`config.mk`:
```
export PLATFORM = sky130hd
export DESIGN_NAME = ram_seq_tester_flat
export DESIGN_NICKNAME = d
export VERILOG_FILES = /design/src/rtl/ram_seq_tester_if.sv /design/src/rtl/ram_seq_tester.sv /design/src/flat_wrapper.sv
export SDC_FILE = /design/constraint.sdc
export NUM_CORES = 1
export LEC_CHECK = 0
export CORE_AREA = 2 2 87 97
export CTS_BUF_LIST = sky130_fd_sc_hd__clkbuf_16
export DETAILED_ROUTE_END_ITERATION = 10
export DIE_AREA = 0 0 89 99
export PLACE_DENSITY = 0.76
export SYNTH_ARGS = -nofsm -noshare
export SYNTH_HDL_FRONTEND = slang
export SYNTH_SLANG_ARGS = --single-unit
```
`constraint.sdc`:
```
create_clock -name clk -period 3.2 [get_ports clk]
set_input_delay 0.64 -clock clk [delete_from_list [all_inputs] [get_ports clk]]
set_output_delay 0.64 -clock clk [all_outputs]
set_load 0.005 [all_outputs]
```
`src/rtl/ram_seq_tester_if.sv`:
```
// RAM-side bus between the sequencer (master) and a word-addressed RAM (slave).
interface ram_seq_tester_if #(
    parameter int AW = 3,
    parameter int DW = 16
);
    logic          mem_r;
    logic          mem_w;
    logic [AW-1:0] mem_addr;
    logic [DW-1:0] mem_d;
    logic [DW-1:0] mem_o;

    modport master (
        output mem_r,
        output mem_w,
        output mem_addr,
        output mem_d,
        input  mem_o
    );

    modport slave (
        input  mem_r,
        input  mem_w,
        input  mem_addr,
        input  mem_d,
        output mem_o
    );
endinterface

```
`src/rtl/ram_seq_tester.sv`:
```
// Block fill / verify sequencer for the word-addressed RAM family.
// Every output is registered; next-cycle values are computed in one always_comb.
module ram_seq_tester #(
    parameter int AW = 3,
    parameter int DW = 16
) (
    input  logic             clk,
    input  logic             rst,
    input  logic             start,
    input  logic [1:0]       mode,
    input  logic [AW-1:0]    base,
    input  logic [AW:0]      len,
    input  logic [DW-1:0]    seed,
    ram_seq_tester_if.master mem,
    output logic             busy,
    output logic             done,
    output logic [AW:0]      err_cnt,
    output logic [AW-1:0]    err_addr,
    output logic             err_flag
);
    typedef enum logic [1:0] {
        S_IDLE,
        S_WRITE,
        S_READ,
        S_DONE
    } state_t;

    localparam logic [AW:0]   LEN_ONE  = 1;
    localparam logic [AW-1:0] ADDR_ONE = 1;
    localparam logic [DW-1:0] DATA_ONE = 1;

    state_t        state, state_nxt;
    logic [1:0]    mode_q, mode_nxt;
    logic [AW-1:0] base_q, base_nxt;
    logic [AW:0]   len_q, len_nxt;
    logic [DW-1:0] seed_q, seed_nxt;
    logic [AW:0]   idx, idx_nxt;

    logic          r_nxt, w_nxt;
    logic [AW-1:0] addr_nxt;
    logic [DW-1:0] d_nxt;
    logic          busy_nxt, done_nxt;
    logic [AW:0]   cnt_nxt;
    logic [AW-1:0] eaddr_nxt;
    logic          eflag_nxt;

    logic          last;
    logic [DW-1:0] expect_d;
    logic          mismatch;

    // idx counts words within the current phase; len_q >= 1 whenever it is used
    assign last     = (idx == len_q - LEN_ONE);
    assign expect_d = seed_q + DW'(idx);
    assign mismatch = (mem.mem_o != expect_d);

    always_ff @(posedge clk) begin
        if (rst) begin
            state        <= S_IDLE;
            mode_q       <= '0;
            base_q       <= '0;
            len_q        <= '0;
            seed_q       <= '0;
            idx          <= '0;
            mem.mem_r    <= 1'b0;
            mem.mem_w    <= 1'b0;
            mem.mem_addr <= '0;
            mem.mem_d    <= '0;
            busy         <= 1'b0;
            done         <= 1'b0;
            err_cnt      <= '0;
            err_addr     <= '0;
            err_flag     <= 1'b0;
        end else begin
            state        <= state_nxt;
            mode_q       <= mode_nxt;
            base_q       <= base_nxt;
            len_q        <= len_nxt;
            seed_q       <= seed_nxt;
            idx          <= idx_nxt;
            mem.mem_r    <= r_nxt;
            mem.mem_w    <= w_nxt;
            mem.mem_addr <= addr_nxt;
            mem.mem_d    <= d_nxt;
            busy         <= busy_nxt;
            done         <= done_nxt;
            err_cnt      <= cnt_nxt;
            err_addr     <= eaddr_nxt;
            err_flag     <= eflag_nxt;
        end
    end

    always_comb begin
        state_nxt = state;
        mode_nxt  = mode_q;
        base_nxt  = base_q;
        len_nxt   = len_q;
        seed_nxt  = seed_q;
        idx_nxt   = idx;
        r_nxt     = 1'b0;
        w_nxt     = 1'b0;
        addr_nxt  = mem.mem_addr;
        d_nxt     = mem.mem_d;
        busy_nxt  = 1'b0;
        done_nxt  = 1'b0;
        cnt_nxt   = err_cnt;
        eaddr_nxt = err_addr;
        eflag_nxt = err_flag;

        unique case (state)
            S_IDLE: begin
                if (start) begin
                    mode_nxt  = mode;
                    base_nxt  = base;
                    len_nxt   = len;
                    seed_nxt  = seed;
                    idx_nxt   = '0;
                    cnt_nxt   = '0;
                    eaddr_nxt = '0;
                    eflag_nxt = 1'b0;
                    if (len == '0) begin
                        state_nxt = S_DONE;
                        done_nxt  = 1'b1;
                    end else if (mode == 2'b01) begin
                        state_nxt = S_READ;
                        busy_nxt  = 1'b1;
                        r_nxt     = 1'b1;
                        addr_nxt  = base;
                        d_nxt     = '0;
                    end else begin
                        state_nxt = S_WRITE;
                        busy_nxt  = 1'b1;
                        w_nxt     = 1'b1;
                        addr_nxt  = base;
                        d_nxt     = seed;
                    end
                end
            end

            S_WRITE: begin
                if (!last) begin
                    idx_nxt  = idx + LEN_ONE;
                    busy_nxt = 1'b1;
                    w_nxt    = 1'b1;
                    addr_nxt = mem.mem_addr + ADDR_ONE;
                    d_nxt    = mem.mem_d + DATA_ONE;
                end else if (mode_q == 2'b10) begin
                    // fill-then-verify rolls straight into the read phase
                    state_nxt = S_READ;
                    idx_nxt   = '0;
                    busy_nxt  = 1'b1;
                    r_nxt     = 1'b1;
                    addr_nxt  = base_q;
                    d_nxt     = '0;
                end else begin
                    state_nxt = S_DONE;
                    done_nxt  = 1'b1;
                end
            end

            S_READ: begin
                if (mismatch) begin
                    if (err_cnt != '1) begin
                        cnt_nxt = err_cnt + LEN_ONE;
                    end
                    if (!err_flag) begin
                        eaddr_nxt = mem.mem_addr;
                        eflag_nxt = 1'b1;
                    end
                end
                if (!last) begin
                    idx_nxt  = idx + LEN_ONE;
                    busy_nxt = 1'b1;
                    r_nxt    = 1'b1;
                    addr_nxt = mem.mem_addr + ADDR_ONE;
                    d_nxt    = '0;
                end else begin
                    state_nxt = S_DONE;
                    done_nxt  = 1'b1;
                end
            end

            S_DONE: begin
                state_nxt = S_IDLE;
            end

            default: begin
                state_nxt = S_IDLE;
            end
        endcase
    end
endmodule

```
`src/flat_wrapper.sv`:
```
// flat-port wrapper written by rule: the top's interface ports become plain ports
module ram_seq_tester_flat 
#(
    parameter int AW = 3,
    parameter int DW = 16
)
  (clk, rst, start, mode, base, len, seed, busy, done, err_cnt, err_addr, err_flag, mem_mem_r, mem_mem_w, mem_mem_addr, mem_mem_d, mem_mem_o);
  ram_seq_tester_if #(.AW(AW), .DW(DW)) mem_i ();
  input  logic clk;
  input  logic rst;
  input  logic start;
  input  logic [1:0] mode;
  input  logic [AW-1:0] base;
  input  logic [AW:0] len;
  input  logic [DW-1:0] seed;
  output logic busy;
  output logic done;
  output logic [AW:0] err_cnt;
  output logic [AW-1:0] err_addr;
  output logic err_flag;
  output wire logic [$bits(mem_i.mem_r)-1:0] mem_mem_r;
  output wire logic [$bits(mem_i.mem_w)-1:0] mem_mem_w;
  output wire logic [$bits(mem_i.mem_addr)-1:0] mem_mem_addr;
  output wire logic [$bits(mem_i.mem_d)-1:0] mem_mem_d;
  input wire logic [$bits(mem_i.mem_o)-1:0] mem_mem_o;
  assign mem_mem_r = mem_i.mem_r;
  assign mem_mem_w = mem_i.mem_w;
  assign mem_mem_addr = mem_i.mem_addr;
  assign mem_mem_d = mem_i.mem_d;
  assign mem_i.mem_o = mem_mem_o;
  ram_seq_tester #(.AW(AW), .DW(DW)) u_core (.clk(clk), .rst(rst), .start(start), .mode(mode), .base(base), .len(len), .seed(seed), .mem(mem_i), .busy(busy), .done(done), .err_cnt(err_cnt), .err_addr(err_addr), .err_flag(err_flag));
endmodule
```
# Word-level counts from Yosys, hierarchy flattened
# Index checks and enable logic that the tools add are counted.
dict set report word_totals {
  register_bits 62
  latch_bits 0
  ram_bits 0
  romBits 0
  in_bits 44
  out_inout_bits 31
  word_cells 105
  mem_count 0
}
dict set report classes {
  add_sub_neg 6
  multipliers 0
  n_div 0
  magnitude_cmp 0
  n_eq_ne 17
  n_shift 0
  mux 56
  n_bitwise 0
  n_reduce_logical 11
}
# cell n
set ops {}
lappend ops {{2-to-1 mux 16 bit} 6}
lappend ops {{one-hot mux 16 bit (3 select lines)} 1}
lappend ops {{2-to-1 mux 3 bit} 8}
lappend ops {{2-to-1 mux 4 bit} 6}
lappend ops {{2-to-1 mux 1 bit} 20}
lappend ops {{adder 16 x 1 -> 16 bit (second input constant)} 1}
lappend ops {{adder 16 x 4 -> 16 bit} 1}
lappend ops {{inequality test 16 bit} 1}
lappend ops {{one-hot mux 4 bit (3 select lines)} 1}
lappend ops {{AND reduction 4 bit} 3}
lappend ops {{2-to-1 mux 2 bit} 5}
lappend ops {{one-hot mux 1 bit (3 select lines)} 3}
lappend ops {{one-hot mux 3 bit (3 select lines)} 1}
lappend ops {{adder 4 x 1 -> 4 bit (second input constant)} 2}
lappend ops {{inequality test 2 x 1 -> 1 bit (second input constant)} 4}
lappend ops {{inequality test 2 bit (second input constant)} 4}
lappend ops {{one-hot mux 2 bit (4 select lines)} 1}
lappend ops {{one-hot mux 4 bit (2 select lines)} 1}
lappend ops {{equality test 2 bit (second input constant)} 3}
lappend ops {{one-hot mux 3 bit (2 select lines)} 1}
lappend ops {{AND reduction 3 bit} 2}
lappend ops {{AND reduction 5 bit} 1}
lappend ops {{equality test 2 x 1 -> 1 bit (second input constant)} 2}
lappend ops {{equality test 4 bit} 1}
lappend ops {{10 further kinds} 11}

# Depth between registers and ports, before layout
dict set report depth {
  ltp_word 5
  ltp_mapped 13
  mapped_depth_nobuf 10
}

# Least setup slack after synthesis
# No wires, ideal clock.
dict set report synth_path {
  kind {register to register}
  start {register u_core.idx[3]}
  end {register u_core.err_addr[0]}
  setup_time_ps 119
  arrival_ps 2383
  required_ps 3081
  path_slack_ps 698
  stages_incl_launch_ff 11
  path_buffers 1
  period_less_slack_ps 2502
  cell_sequence {dfxtp_1 -> ha_1 -> a21oi_4 -> o21ai_2 -> and3_4 -> mux2_4 -> a2111oi_4 -> a21oi_2 -> buf_6 -> a31oi_1 -> o2bb2ai_1}
}
dict set report synth_via {
  elab_chain_len 4
}
# item line
set synth_lines {}
lappend synth_lines {{start, declared} ram_seq_tester.sv:37} ;# logic [AW:0] idx, idx_nxt;
lappend synth_lines {{start signal, assigned} ram_seq_tester.sv:79} ;# idx <= idx_nxt;
lappend synth_lines {{adder 16 x 4 -> 16 bit} ram_seq_tester.sv:53} ;# assign expect_d = seed_q + DW'(idx);
lappend synth_lines {{inequality test 16 bit} ram_seq_tester.sv:54} ;# assign mismatch = (mem.mem_o != expect_d);
lappend synth_lines {{inequality test 2 x 1 -> 1 bit (no source line)} -}
lappend synth_lines {{AND reduction 4 bit (no source line)} -}
lappend synth_lines {{end signal, assigned} ram_seq_tester.sv:87} ;# err_addr <= eaddr_nxt;
lappend synth_lines {{end, declared} ram_seq_tester.sv:18} ;# output logic [AW-1:0] err_addr,
# Every way passes these cells.
# A chain may end at the register's enable or synchronous reset.

# Final worst setup path
dict set report layout_path {
  start {register u_core.idx[0]}
  end {register u_core.err_cnt[3]}
}
dict set report layout_via {
  elab_chain_len 4
}
# item line
set layout_lines {}
lappend layout_lines {{adder 16 x 4 -> 16 bit} ram_seq_tester.sv:53}
lappend layout_lines {{inequality test 16 bit} ram_seq_tester.sv:54}
lappend layout_lines {{inequality test 2 x 1 -> 1 bit (no source line)} -}
lappend layout_lines {{AND reduction 4 bit (no source line)} -}
lappend layout_lines {{end signal, assigned} ram_seq_tester.sv:86} ;# err_cnt <= cnt_nxt;
lappend layout_lines {{end, declared} ram_seq_tester.sv:17} ;# output logic [AW:0] err_cnt,
# Every way passes these cells.

==> results.ini <==
[run_status]
status=complete, no violations

[global_route]
grt_pass1_vias=3683
overflow=0
grt_antenna_before_repair=0
grt_start_max_net_pins=32
track_usage_pct=23.9
grt_pass1_wl_um=16700

[sta]
fin_crit_ns=2.99
hold_violations=0
whs_ns=0.458
drv_slew=0
rsz0062_at_grt=no
final.setup.tns_ns=0
fmax_mhz=334
fin_skew_ns=0.00709
fin_crit_sh_pct=93.5
finalSetupViolations=0
worst_pin_slew_ns=0.641
relSlewSlack_pct=57.3

[setup_path]
reg2reg_depth=10
crit_fanout=11
r2r-start=u_core.idx[0]
crit_type=reg -> reg
start_kind=register
r2r-end=u_core.err_cnt[3]
crit_start=u_core.idx[0]
cpPeakStageDelay_ns=0.55
critical_path.cell_chain=ha_1 -> fa_1 -> nand3_2 -> a2111oi_0 -> or3b_1 -> o211ai_1 -> a2111oi_4 -> a21oi_2 -> a41oi_1 -> a211oi_2
arrival_ns=3.24
required_ns=3.45
r2r_setup_slack_ns=0.21
cp-endpoint=u_core.err_cnt[3]
cp-end-kind=register
cpMaxStageDelayCell=a21oi_2

[floorplanning]
io_pins=75
die_h_um=99
start_util_pct=48.8
placeableCoreArea_mm2=0.00783
die-width_um=89
dieArea_mm2=0.00881
rows=34

[yosys]
async_reset_ff_share_pct=0
synth_cell_types=63
synth_edf_count=0
synth-seq-area-share_pct=32.5
synth.avg_cell_area_um2=7.92
synth_flop_cell=dfxtp_1
synth_area_mm2=0.00382
syn-num-nets=541
ys_ff_latch=62
netlist_instances=482
ys_warn_count=0

[cts]
cts_made_buffers=9
cts_sinks=62
root_buffer=clkbuf_16
clockBufferDepth=2
clk_latency_ns=0.33
clkTransAtPathRegs_ns=0.05
cts_hold_buf=0
ctsResizeCount=0
post_cts_buffers=0
cts_tree=done
cts_max_level=3

[placement]
routabilityCongestion=0.862
dpl.hpwl_um=7330
io_buffer_count=74

[route]
antenna_left=0
drc=0
drtPass1Iterations=4
wl_per_cell_um=15.5
viasPerCell=5.61
drt_wl_total_um=10300
vias=3711
drt_iter0_drc=136

[job]
cap_violations=0

[cells_and_area]
n_antenna_cell=0
area_growth_pct=29.1
layout-drive-gt1-share_pct=8.12
layout.nets=608
fin_util_pct=62.9

[power_and_ir_drop]
powerDensity_mw_per_mm2=720
p_leak_nw=1.84
worst_ir_drop_vdd_v=0.000377

[hold_path]
worstHoldPathType=reg -> reg

worst min-delay path by stage:
| stage | from | to | slack, ns | cells after the start |
|---|---|---|---|---|
| 2_1_floorplan | u_core.mode_q[0] | u_core.mode_q[0] | 0.43 | 2 |
| 3_3_place_gp | u_core.mode_q[0] | u_core.mode_q[0] | 0.44 | 2 |
| 3_5_place_dp | u_core.base_q[0] | u_core.base_q[0] | 0.45 | 2 |
| 4_1_cts | u_core.base_q[0] | u_core.base_q[0] | 0.45 | 2 |
| 5_1_grt | u_core.mode_q[0] | u_core.mode_q[0] | 0.49 | 2 |
| 6_report | u_core.base_q[1] | u_core.base_q[1] | 0.46 | 2 |
state kept, by name (all words and copies together), names as in the netlist:
register	flops
u_core.mode_q	2
u_core.idx	4
u_core.err_flag	1
u_core.mem.mem_r	1
u_core.len_q	4
u_core.mem.mem_addr	3
u_core.err_cnt	4
u_core.state	2
u_core.base_q	3
u_core.busy	1
u_core.err_addr	3
u_core.seed_q	16
u_core.done	1
u_core.mem.mem_w	1
u_core.mem.mem_d	16
routing by layer:
metal	vias to the layer above	share of wire, %	global-route usage (%)
li1	1832	-	-
met1	1752	44	29.8
met2	109	49	40.8
met3	18	4.6	3.35
met4	0	1.9	10.2
met5	-	0	0
cell usage after synthesis, types with 4 or more instances:
cell type / count / area, µm²
mux2i_1: 6 / 60.1
a211oi_1: 7 / 52.6
nor3_2: 4 / 40.0
ha_1: 14 / 175
and2_1: 6 / 37.5
a221oi_1: 4 / 35.0
nor3b_1: 4 / 30.0
a21oi_1: 52 / 260
a21o_1: 6 / 45.0
nand2_1: 85 / 319
nand2b_1: 8 / 50.1
o21ai_0: 10 / 50.1
o22ai_1: 4 / 25.0
buf_6: 5 / 56.3
a32oi_1: 4 / 35.0
o211ai_1: 5 / 37.5
a211oi_2: 4 / 50.1
xor2_1: 12 / 105
inv_1: 12 / 45.0
a31oi_1: 5 / 31.3
and3_1: 8 / 50.1
nand3_1: 17 / 85.1
dfxtp_1: 62 / 1240
clkbuf_1: 14 / 52.6
xnor2_1: 20 / 175
nand4_1: 5 / 31.3
nor2_1: 38 / 143
nor3_1: 11 / 55.1
layout make-up:
class | instances | area [µm²]
flip-flops and latches | 62 | 1240
fillers | 717 | 2900
inverters | 12 | 45.0
well taps | 108 | 135
clock buffers | 9 | 225
multi-input cells | 385 | 2400
repair buffers | 79 | 773
clock inverters | 7 | 105
per-stage QoR:
| stage | setup slack [ns] | std cells | power [mW] | instance area, µm² |
|---|---|---|---|---|
| after CTS | 0.214 | 662 | 3.56 | 4930 |
| final | 0.209 | 662 | 3.55 | 4930 |
| after global routing | 0.0197 | 662 | 3.76 | 4930 |
| after detailed placement | 0.0905 | 646 | 2.46 | 4600 |
| after global placement | 0.174 | 646 | 2.42 | 4600 |
| after floorplan | 0.698 | 482 | 2.05 | 3820 |
where the power goes:
part           total [mW]  switching, mW  internal (mW)
combinational        1.38          0.767          0.611
sequential           1.09          0.173          0.920
clock                1.08          0.330          0.748
cells by family (layout without fill, tap and decap cells):
group,after synthesis,after routing,share of synthesized area (%)
and+or+nand+nor,210,210,26.8
AOI/OAI and AO/OA,121,121,21.7
DFF,62,62,32.5
buffers and inverters,35,107,4.56
xor gates and xnor gates,32,32,7.34
adders and majority gates,15,15,5.11
muxes,7,7,1.97
cells in the final DEF (no fill, tap or decap), types with 7 or more instances in the layout:
| master | count |
|---|---|
| nand2_1 | 85 |
| clkdlybuf4s50_1 | 73 |
| dfxtp_1 | 62 |
| a21oi_1 | 52 |
| nor2_1 | 38 |
| xnor2_1 | 20 |
| nand3_1 | 17 |
| inv_1 | 14 |
| ha_1 | 14 |
| xor2_1 | 12 |
| nor3_1 | 11 |
| o21ai_0 | 10 |
| clkbuf_16 | 9 |
| nand2b_1 | 8 |
| and3_1 | 8 |
| a211oi_1 | 7 |
worst max-delay path: cells and delay by family (launching register included):
kind / cells / cell delay (ns)
AOI/OAI and AO/OA: 6 / 1.33
adders and majority gates: 2 / 0.70
DFF: 1 / 0.37
and+or+nand+nor: 2 / 0.51
Note: power is estimated with default switching activity, not from simulation.
